### config.mk
export PLATFORM = sky130hd
export DESIGN_NAME = golden_nonce_collector
export DESIGN_NICKNAME = d
export VERILOG_FILES = /design/src/rtl/gn_pkg.sv /design/src/rtl/gn_fifo.sv /design/src/rtl/golden_nonce_collector.sv
export SDC_FILE = /design/constraint.sdc
export NUM_CORES = 1
export LEC_CHECK = 0
export CAP_MARGIN = 20
export CORE_ASPECT_RATIO = 1.2
export CORE_MARGIN = 8
export CORE_UTILIZATION = 52
export DETAILED_ROUTE_END_ITERATION = 10
export GPL_TIMING_DRIVEN = 0
export PLACE_DENSITY = 0.84
export SYNTH_ARGS = -nofsm -noshare
export SYNTH_HDL_FRONTEND = slang
export SYNTH_SLANG_ARGS = --single-unit
export TNS_END_PERCENT = 100
### constraint.sdc
create_clock -name hash_clk -period 3.85 [get_ports hash_clk]
set_input_delay 0.77 -clock hash_clk [delete_from_list [all_inputs] [get_ports hash_clk]]
set_output_delay 0.77 -clock hash_clk [all_outputs]
set_load 0.02 [all_outputs]
### src/rtl/gn_pkg.sv
// Shared constants and helpers for the golden-nonce collection path.
package gn_pkg;

  localparam int NONCE_W = 32;
  localparam int DROP_W  = 16;

  // Ceiling log2, usable in constant expressions (clog2(1) = 0).
  function automatic int clog2(input int value);
    int result;
    result = 0;
    for (int i = 0; i < 31; i++) begin
      if ((1 << i) < value) result = i + 1;
    end
    return result;
  endfunction

endpackage

### src/rtl/gn_fifo.sv
// First-word-fall-through circular FIFO with synchronous flush and occupancy count.
// A push is accepted when not full, or when full but popping in the same cycle.
// A pop is ignored while empty. Flush beats push and pop.
module gn_fifo
  import gn_pkg::*;
#(
  parameter int WIDTH = 32,
  parameter int DEPTH = 8,
  localparam int AW   = clog2(DEPTH),
  localparam int CW   = AW + 1
) (
  input  logic             hash_clk,
  input  logic             reset,
  input  logic             flush,
  input  logic             push,
  input  logic             pop,
  input  logic [WIDTH-1:0] wr_data,
  output logic [WIDTH-1:0] rd_data,
  output logic             empty,
  output logic             full,
  output logic [CW-1:0]    count
);

  logic [WIDTH-1:0] mem [DEPTH];
  logic [AW-1:0]    wr_ptr;
  logic [AW-1:0]    rd_ptr;
  logic             do_push;
  logic             do_pop;

  assign empty   = (count == '0);
  assign full    = (count == CW'(DEPTH));
  assign do_pop  = pop && !flush && !empty;
  assign do_push = push && !flush && (!full || do_pop);

  // Head is shown directly from storage; forced to zero while empty.
  assign rd_data = empty ? '0 : mem[rd_ptr];

  // Storage write.
  // NOTE: the data array has no reset; nothing reads it until a push makes it valid.
  always_ff @(posedge hash_clk) begin
    if (do_push) mem[wr_ptr] <= wr_data;
  end

  // Pointers and occupancy; DEPTH is a power of two so the pointers wrap naturally.
  // NOTE: state registers use non-blocking assignments so every flop samples pre-edge values.
  always_ff @(posedge hash_clk or posedge reset) begin
    if (reset) begin
      wr_ptr <= '0;
      rd_ptr <= '0;
      count  <= '0;
    end else if (flush) begin
      wr_ptr <= '0;
      rd_ptr <= '0;
      count  <= '0;
    end else begin
      if (do_push) wr_ptr <= wr_ptr + AW'(1);
      if (do_pop)  rd_ptr <= rd_ptr + AW'(1);
      case ({do_push, do_pop})
        2'b10:   count <= count + CW'(1);
        2'b01:   count <= count - CW'(1);
        default: count <= count;
      endcase
    end
  end

endmodule

### src/rtl/golden_nonce_collector.sv
// Lossless golden-nonce aggregator: per-core pending slots, round-robin
// arbiter and a result FIFO presented as a valid/ready stream.
// Optional feature macro: GN_CORE_TAG_EN adds out_core, the index of the
// core that produced out_nonce, carried alongside each nonce in the FIFO.
module golden_nonce_collector
  import gn_pkg::*;
#(
  parameter int NUM_CORES  = 2,
  parameter int FIFO_DEPTH = 8,
  localparam int CORE_W    = (NUM_CORES > 1) ? clog2(NUM_CORES) : 1,
  localparam int CNT_W     = clog2(FIFO_DEPTH) + 1
) (
  input  logic                         hash_clk,
  input  logic                         reset,
  input  logic                         new_work,
  input  logic [NUM_CORES-1:0]         gn_match_i,
  input  logic [NUM_CORES*NONCE_W-1:0] golden_nonce_i,
  output logic                         out_valid,
  input  logic                         out_ready,
  output logic [NONCE_W-1:0]           out_nonce,
  output logic [CNT_W-1:0]             fifo_count,
`ifdef GN_CORE_TAG_EN
  output logic [CORE_W-1:0]            out_core,
`endif
  output logic [DROP_W-1:0]            drop_count
);

`ifdef GN_CORE_TAG_EN
  localparam int ENTRY_W = NONCE_W + CORE_W;
`else
  localparam int ENTRY_W = NONCE_W;
`endif

  // Pending slots, one per core.
  logic [NUM_CORES-1:0] pend_valid;
  logic [NONCE_W-1:0]   pend_nonce [NUM_CORES];
  logic [CORE_W-1:0]    rr_ptr;

  // Arbitration results.
  logic                 can_grant;
  logic                 grant_valid;
  logic [CORE_W-1:0]    grant_idx;
  logic [NUM_CORES-1:0] grant_onehot;
  logic [NONCE_W-1:0]   grant_nonce;

  // Capture / drop bookkeeping.
  logic [NUM_CORES-1:0] capture_mask;
  logic [NUM_CORES-1:0] drop_mask;
  logic [DROP_W:0]      drop_sum;
  logic [DROP_W-1:0]    drop_next;

  // FIFO interface.
  logic               fifo_pop;
  logic               fifo_empty;
  logic               fifo_full;
  logic [ENTRY_W-1:0] fifo_wr_data;
  logic [ENTRY_W-1:0] fifo_rd_data;

  assign out_valid = !fifo_empty;
  // A pop in a new_work cycle is void: the flush empties the FIFO anyway.
  assign fifo_pop  = out_valid && out_ready && !new_work;
  assign can_grant = !new_work && (!fifo_full || fifo_pop);

  // Round-robin pick: lowest pending index at or above rr_ptr, else lowest below it.
  // NOTE: every always_comb output gets a default first so no path can infer a latch.
  always_comb begin
    grant_valid  = 1'b0;
    grant_idx    = '0;
    grant_onehot = '0;
    grant_nonce  = '0;
    for (int i = 0; i < NUM_CORES; i++) begin
      if (!grant_valid && pend_valid[i] && (i >= int'(rr_ptr))) begin
        grant_valid     = 1'b1;
        grant_idx       = CORE_W'(i);
        grant_onehot[i] = 1'b1;
        grant_nonce     = pend_nonce[i];
      end
    end
    for (int i = 0; i < NUM_CORES; i++) begin
      if (!grant_valid && pend_valid[i] && (i < int'(rr_ptr))) begin
        grant_valid     = 1'b1;
        grant_idx       = CORE_W'(i);
        grant_onehot[i] = 1'b1;
        grant_nonce     = pend_nonce[i];
      end
    end
    if (!can_grant) begin
      grant_valid  = 1'b0;
      grant_onehot = '0;
    end
  end

  // Per-core capture decision: a busy slot that is not being drained loses the new match.
  always_comb begin
    capture_mask = '0;
    drop_mask    = '0;
    if (!new_work) begin
      for (int i = 0; i < NUM_CORES; i++) begin
        if (gn_match_i[i]) begin
          if (pend_valid[i] && !grant_onehot[i]) drop_mask[i]    = 1'b1;
          else                                   capture_mask[i] = 1'b1;
        end
      end
    end
  end

  // Saturating accumulation of this cycle's drops.
  always_comb begin
    drop_sum = {1'b0, drop_count};
    for (int i = 0; i < NUM_CORES; i++) begin
      drop_sum = drop_sum + {{DROP_W{1'b0}}, drop_mask[i]};
    end
    drop_next = drop_sum[DROP_W] ? {DROP_W{1'b1}} : drop_sum[DROP_W-1:0];
  end

  // Slot valid flags: flushed by new_work, cleared on grant, set on capture.
  always_ff @(posedge hash_clk or posedge reset) begin
    if (reset)         pend_valid <= '0;
    else if (new_work) pend_valid <= '0;
    else               pend_valid <= (pend_valid & ~grant_onehot) | capture_mask;
  end

  // Slot nonce storage, only meaningful while the matching valid flag is set.
  always_ff @(posedge hash_clk) begin
    for (int i = 0; i < NUM_CORES; i++) begin
      if (capture_mask[i]) pend_nonce[i] <= golden_nonce_i[i*NONCE_W +: NONCE_W];
    end
  end

  // Round-robin pointer moves just past the winner; holds when nothing is granted.
  always_ff @(posedge hash_clk or posedge reset) begin
    if (reset) begin
      rr_ptr <= '0;
    end else if (grant_valid) begin
      rr_ptr <= (grant_idx == CORE_W'(NUM_CORES - 1)) ? '0 : grant_idx + CORE_W'(1);
    end
  end

  // Lost-result counter; survives new_work, cleared only by reset.
  always_ff @(posedge hash_clk or posedge reset) begin
    if (reset) drop_count <= '0;
    else       drop_count <= drop_next;
  end

`ifdef GN_CORE_TAG_EN
  assign fifo_wr_data = {grant_idx, grant_nonce};
  assign out_core     = fifo_rd_data[NONCE_W +: CORE_W];
`else
  assign fifo_wr_data = grant_nonce;
`endif
  assign out_nonce = fifo_rd_data[NONCE_W-1:0];

  gn_fifo #(
    .WIDTH (ENTRY_W),
    .DEPTH (FIFO_DEPTH)
  ) u_fifo (
    .hash_clk (hash_clk),
    .reset    (reset),
    .flush    (new_work),
    .push     (grant_valid),
    .pop      (fifo_pop),
    .wr_data  (fifo_wr_data),
    .rd_data  (fifo_rd_data),
    .empty    (fifo_empty),
    .full     (fifo_full),
    .count    (fifo_count)
  );

endmodule
-- After elaboration in Yosys (flattened, before gate mapping)
Memories as Yosys holds them, arrays and structs flattened.
Index checks and enable logic that the tools add are counted.
- register bits: 29
- bits in writable memories: 320
- output and inout port bits: 53
- memories kept: 2
- memory list (name ; words ; width ; read ports ; clocked after Yosys merged registers in ; write ports ; line ; RTL):
    u_fifo.mem ; 8 ; 32 ; 1 ; 0 ; 1 ; gn_fifo.sv:24 ; logic [WIDTH-1:0] mem [DEPTH];
    pend_nonce ; 2 ; 32 ; 2 ; 0 ; 2 ; golden_nonce_collector.sv:36 ; logic [NONCE_W-1:0] pend_nonce [NUM_CORES];
- $add $sub $neg: 7
- order comparisons: 2
- equality and inequality tests: 3
- mux-type cells: 37
- bitwise gates (word level): 3
- reduce and logical (&&, ||, !) cells: 26
- operators by type and width (cell ; number):
    32-bit 2-to-1 mux ; 4
    1-bit 2-to-1 mux ; 22
    16-bit by 1-bit adder with 17-bit output ; 1
    17-bit by 1-bit adder with 17-bit output ; 1
    16-bit 2-to-1 mux ; 1
    1-bit logical AND ; 13
    3-bit 2-to-1 mux ; 4
    2-bit 2-to-1 mux ; 4
    4-bit one-hot mux with 2 select lines ; 1
    1-bit zero test ; 7
    3-bit by 1-bit adder with 3-bit output (second input constant) ; 2
    4-bit by 1-bit adder with 4-bit output (second input constant) ; 1
    4-bit equality test (second input constant) ; 1
    4-bit zero test ; 1
    4-bit 2-to-1 mux ; 1
    2-bit nonzero test ; 2
    4-bit by 1-bit subtractor with 4-bit output (second input constant) ; 1
    3-bit nonzero test ; 1
    2-bit bitwise AND ; 1
    2-bit by 1-bit equality test with 1-bit output (second input constant) ; 1
    2-bit equality test (second input constant) ; 1
    1-bit logical OR ; 2
    2-bit inverter ; 1
    2-bit bitwise OR ; 1
    other kinds (3) ; 3

-- Logic depth before layout (Yosys ltp)
- depth in word-level cells: 19
- depth in mapped cells: 12

-- By module
A second synthesis with hierarchy kept.
- cell total of the unflattened synthesis: 697
- area, all modules: 13735.7 sq um
- modules (own cells, without submodules) (module ; times used ; cells an instance ; area each (sq um)):
    gn_fifo ; 1 ; 492 ; 10487.6
    golden_nonce_collector ; 1 ; 205 ; 3248.1

-- Worst setup path after synthesis
Ideal clock, no wire load.
- kind: input to register
- start: input new_work
- end: memory pend_nonce[0][0] (enable)
- arrival: 3753 ps
- required time: 3382 ps
- slack: -371 ps
- cell stages on the path: 4
- buffers on the path: 1
- cell sequence: buf_2 a31oi_1 a21boi_0 nor3b_1
- RTL lines (item ; line ; RTL):
    from (decl) ; golden_nonce_collector.sv:15 ; input logic new_work,
    to (decl) ; golden_nonce_collector.sv:36 ;

-- Final worst setup path
- start: register u_fifo.rd_ptr[1]
- end: output out_nonce[14]
- longest elaborated chain between the ends: 2
- ends and longest elaborated chain (item ; line ; RTL):
    from (decl) ; gn_fifo.sv:26 ; logic [AW-1:0] rd_ptr;
    from (signal assigned) ; gn_fifo.sv:57 ; if (do_pop) rd_ptr <= rd_ptr + AW'(1);
    memory 8 x 32 bit ; -- ;
    32-bit 2-to-1 mux ; gn_fifo.sv:36 ; assign rd_data = empty ? '0 : mem[rd_ptr];
    to (decl) ; golden_nonce_collector.sv:20 ; output logic [NONCE_W-1:0] out_nonce,
Every way passes these cells.

==> impl_metrics.json <==
{
  "die_h_um": 194,
  "drc": 0,
  "hpwl_mm": 19.1,
  "clock_path_buffers": 3,
  "slew-limit-headroom_pct": 49.4,
  "clock_latency_ps": 550,
  "die_w_um": 164,
  "overflow": 0,
  "setup_viol": 0,
  "synth_edf_count": 320,
  "antenna_cells": 0,
  "tightest_slew_ps": 759,
  "syn_nets": 768,
  "crit_required_ps": 3080,
  "status": "finished, final reports clean",
  "fmax_ghz": 0.265,
  "core_area_um2": 26100,
  "worst_setup_path_end_kind": "output pin",
  "crit_path_start_kind": "flip-flop",
  "numCtsBuffers": 30,
  "dp_cells": 1163,
  "synth-async-reset-ratio_pct": 8.31,
  "mostFrequentLayoutCells": "320 x edfxtp_1, 122 x clkdlybuf4s50_1, 64 x mux4_2",
  "min_period_ps": 3780,
  "synthesis.instances": 691,
  "synthFlopType": "edfxtp_1",
  "synth.cell_area_um2": 13700,
  "hold_buffers": 0,
  "fin_cells": 1217,
  "synth.avg_cell_area_um2": 19.8,
  "ant_nets": 0,
  "first_pass_iters": 5,
  "cp_data_arrival_time_ps": 3010,
  "wl_mm": 30.8,
  "vdd_drop_max_uv": 483,
  "dieArea_um2": 31700,
  "holdWs_ps": 507,
  "io_pins": 123,
  "cts_root_buf": "clkbuf_16",
  "critPathKind": "reg2out",
  "p_per_area_nw_per_um2": 616,
  "synthToLayoutAreaGrowth_pct": 22.2,
  "cts_tree": "yes",
  "via_per_inst": 5.97,
  "final_common_cell": "edfxtp_1",
  "grt_max_degree": 26,
  "synth_seq_area_share_pct": 75.6,
  "drv_cap": 0,
  "drtIter0Drc": 725,
  "grt_pass1_wl_mm": 46.5,
  "rsz0062_at_grt": "false",
  "grt_antenna_before_repair": 0,
  "vias": 7267,
  "io_buffers": 122,
  "final-hold-violation-count": 0,
  "ys_warn_count": 0,
  "htreeDepth": 1,
  "grt_pass1_vias": 7743,
  "drv_slew": 0,
  "num_rows": 65,
  "cp_max_fo": 10,
  "worstHoldPathType": "in2async",
  "fin_skew_ps": 9.43,
  "yosysUniqueCellTypes": 51,
  "initial_core_util_pct": 52.4,
  "wl_per_cell_um": 25.3,
  "nNetsFinal": 937,
  "gp_congestion": 0.789,
  "p_leak_uw": 0.00553,
  "grt_use_total_pct": 19.4,
  "fin_crit_sh_pct": 98.1,
  "synth_seq_cells": 349,
  "cts_sinks": 349,
  "clkTransAtPathRegs_ps": 70,
  "drive_gt1_share_pct": 19.4
}
[registers in the layout (all words and copies together), names as in the netlist]
signal	cells
u_fifo.mem	256
u_fifo.rd_ptr	3
u_fifo.wr_ptr	3
drop_count	16
u_fifo.count	4
pend_valid	2
pend_nonce	64
rr_ptr	1
[cell usage after synthesis, types with 4 or more instances]
| master | number | area share [%] |
|---|---|---|
| nand2b_1 | 6 | 0.27 |
| xor2_1 | 4 | 0.26 |
| nor3_1 | 8 | 0.29 |
| xnor2_1 | 10 | 0.64 |
| nor2_1 | 48 | 1.3 |
| buf_2 | 11 | 0.40 |
| ha_1 | 5 | 0.46 |
| a22o_1 | 32 | 2.1 |
| clkbuf_1 | 15 | 0.41 |
| edfxtp_1 | 320 | 70 |
| a21oi_1 | 5 | 0.18 |
| nand2_1 | 25 | 0.69 |
| buf_4 | 6 | 0.33 |
| and2_1 | 4 | 0.18 |
| mux4_2 | 64 | 11 |
| nand3_1 | 8 | 0.29 |
| dfrtp_1 | 29 | 5.3 |
| mux2i_1 | 33 | 2.4 |
| inv_1 | 7 | 0.19 |
| nand4_1 | 4 | 0.18 |
| mux2_2 | 4 | 0.33 |
[power by group]
part / switching [µW] / internal (µW)
Sequential: 113 / 4370
Clock: 1310 / 1610
Combinational: 1560 / 1320
Total: 2980 / 7300
[worst max-delay path, cell delays in order (launching register included)]
cell             delay [ps]
dfrtp_1                 390
clkbuf_2                290
buf_2                   400
mux4_2                  370
mux2i_1                 310
nor2_1                  100
clkdlybuf4s50_1         600
[layer usage]
metal	track usage (%)	up-vias	routed length, µm	part of all wire (%)
met5	0	-	0	0
met4	6.31	0	730	2.4
met3	3.63	63	2480	8.0
met2	33.7	409	16000	52
met1	24.1	3680	11600	38
li1	-	3115	-	-
[area by class of cell]
type,instances,area [µm²]
buffer,33,184
clock buffer,36,795
clock inverter,18,149
fill,1686,9410
inverter,7,26.3
multi-input combinational,302,3230
sequential,349,10300
tap,335,419
timing repair buffer,137,1560
[metrics by stage]
stage | setup slack [ps] | power, µW | utilization (%) | TNS [ps] | area [µm²]
6_report | 73.2 | 10300 | 63.9 | 0 | 16700
5_1_grt | 7.49 | 10700 | 63.9 | 0 | 16700
4_1_cts | 6.27 | 10400 | 63.9 | 0 | 16700
3_5_place_dp | -387 | 7430 | 60.3 | -5020 | 15700
3_3_place_gp | -1370 | 7310 | 58.7 | -387750 | 15300
2_1_floorplan | 711 | 6240 | - | 0 | 13700
[cells by family (layout without fill, tap and decap cells)]
logic type / after synthesis / after routing / share of synthesized area (%)
DFF: 349 / 349 / 75.6
and+or+nand+nor: 126 / 126 / 4.74
adders and majority gates: 7 / 7 / 0.751
muxes: 101 / 101 / 13.3
AOI/OAI and AO/OA: 54 / 54 / 3.28
buffers and inverters: 40 / 231 / 1.42
xor gates and xnor gates: 14 / 14 / 0.897
[path summary, 6_finish.rpt]
| kind | end | depth (start not counted) | start | slack, ps |
|---|---|---|---|---|
| worst min-delay path | drop_count[11]$_DFF_PP0_ | 2 | reset | 510 |
| max in group asynchronous | drop_count[0]$_DFF_PP0_ | 3 | reset | 2880 |
| worst min register to register | rr_ptr$_DFFE_PP0N_ | 1 | rr_ptr$_DFFE_PP0N_ | 530 |
| worst max register to register | drop_count[8]$_DFF_PP0_ | 12 | u_fifo.count[1]$_DFFE_PP0P_ | 400 |
| worst max-delay path | out_nonce[14] | 6 | u_fifo.rd_ptr[1]$_DFFE_PP0P_ | 70 |
| min in group hash_clk | rr_ptr$_DFFE_PP0N_ | 1 | rr_ptr$_DFFE_PP0N_ | 530 |
[timing repair]
item | in CTS | in global routing
setup buffers | 0 | 0
resized for setup | 2 | 6
endpoints found under the setup margin | 10 | 16
Power figures use the tool's default switching activity.
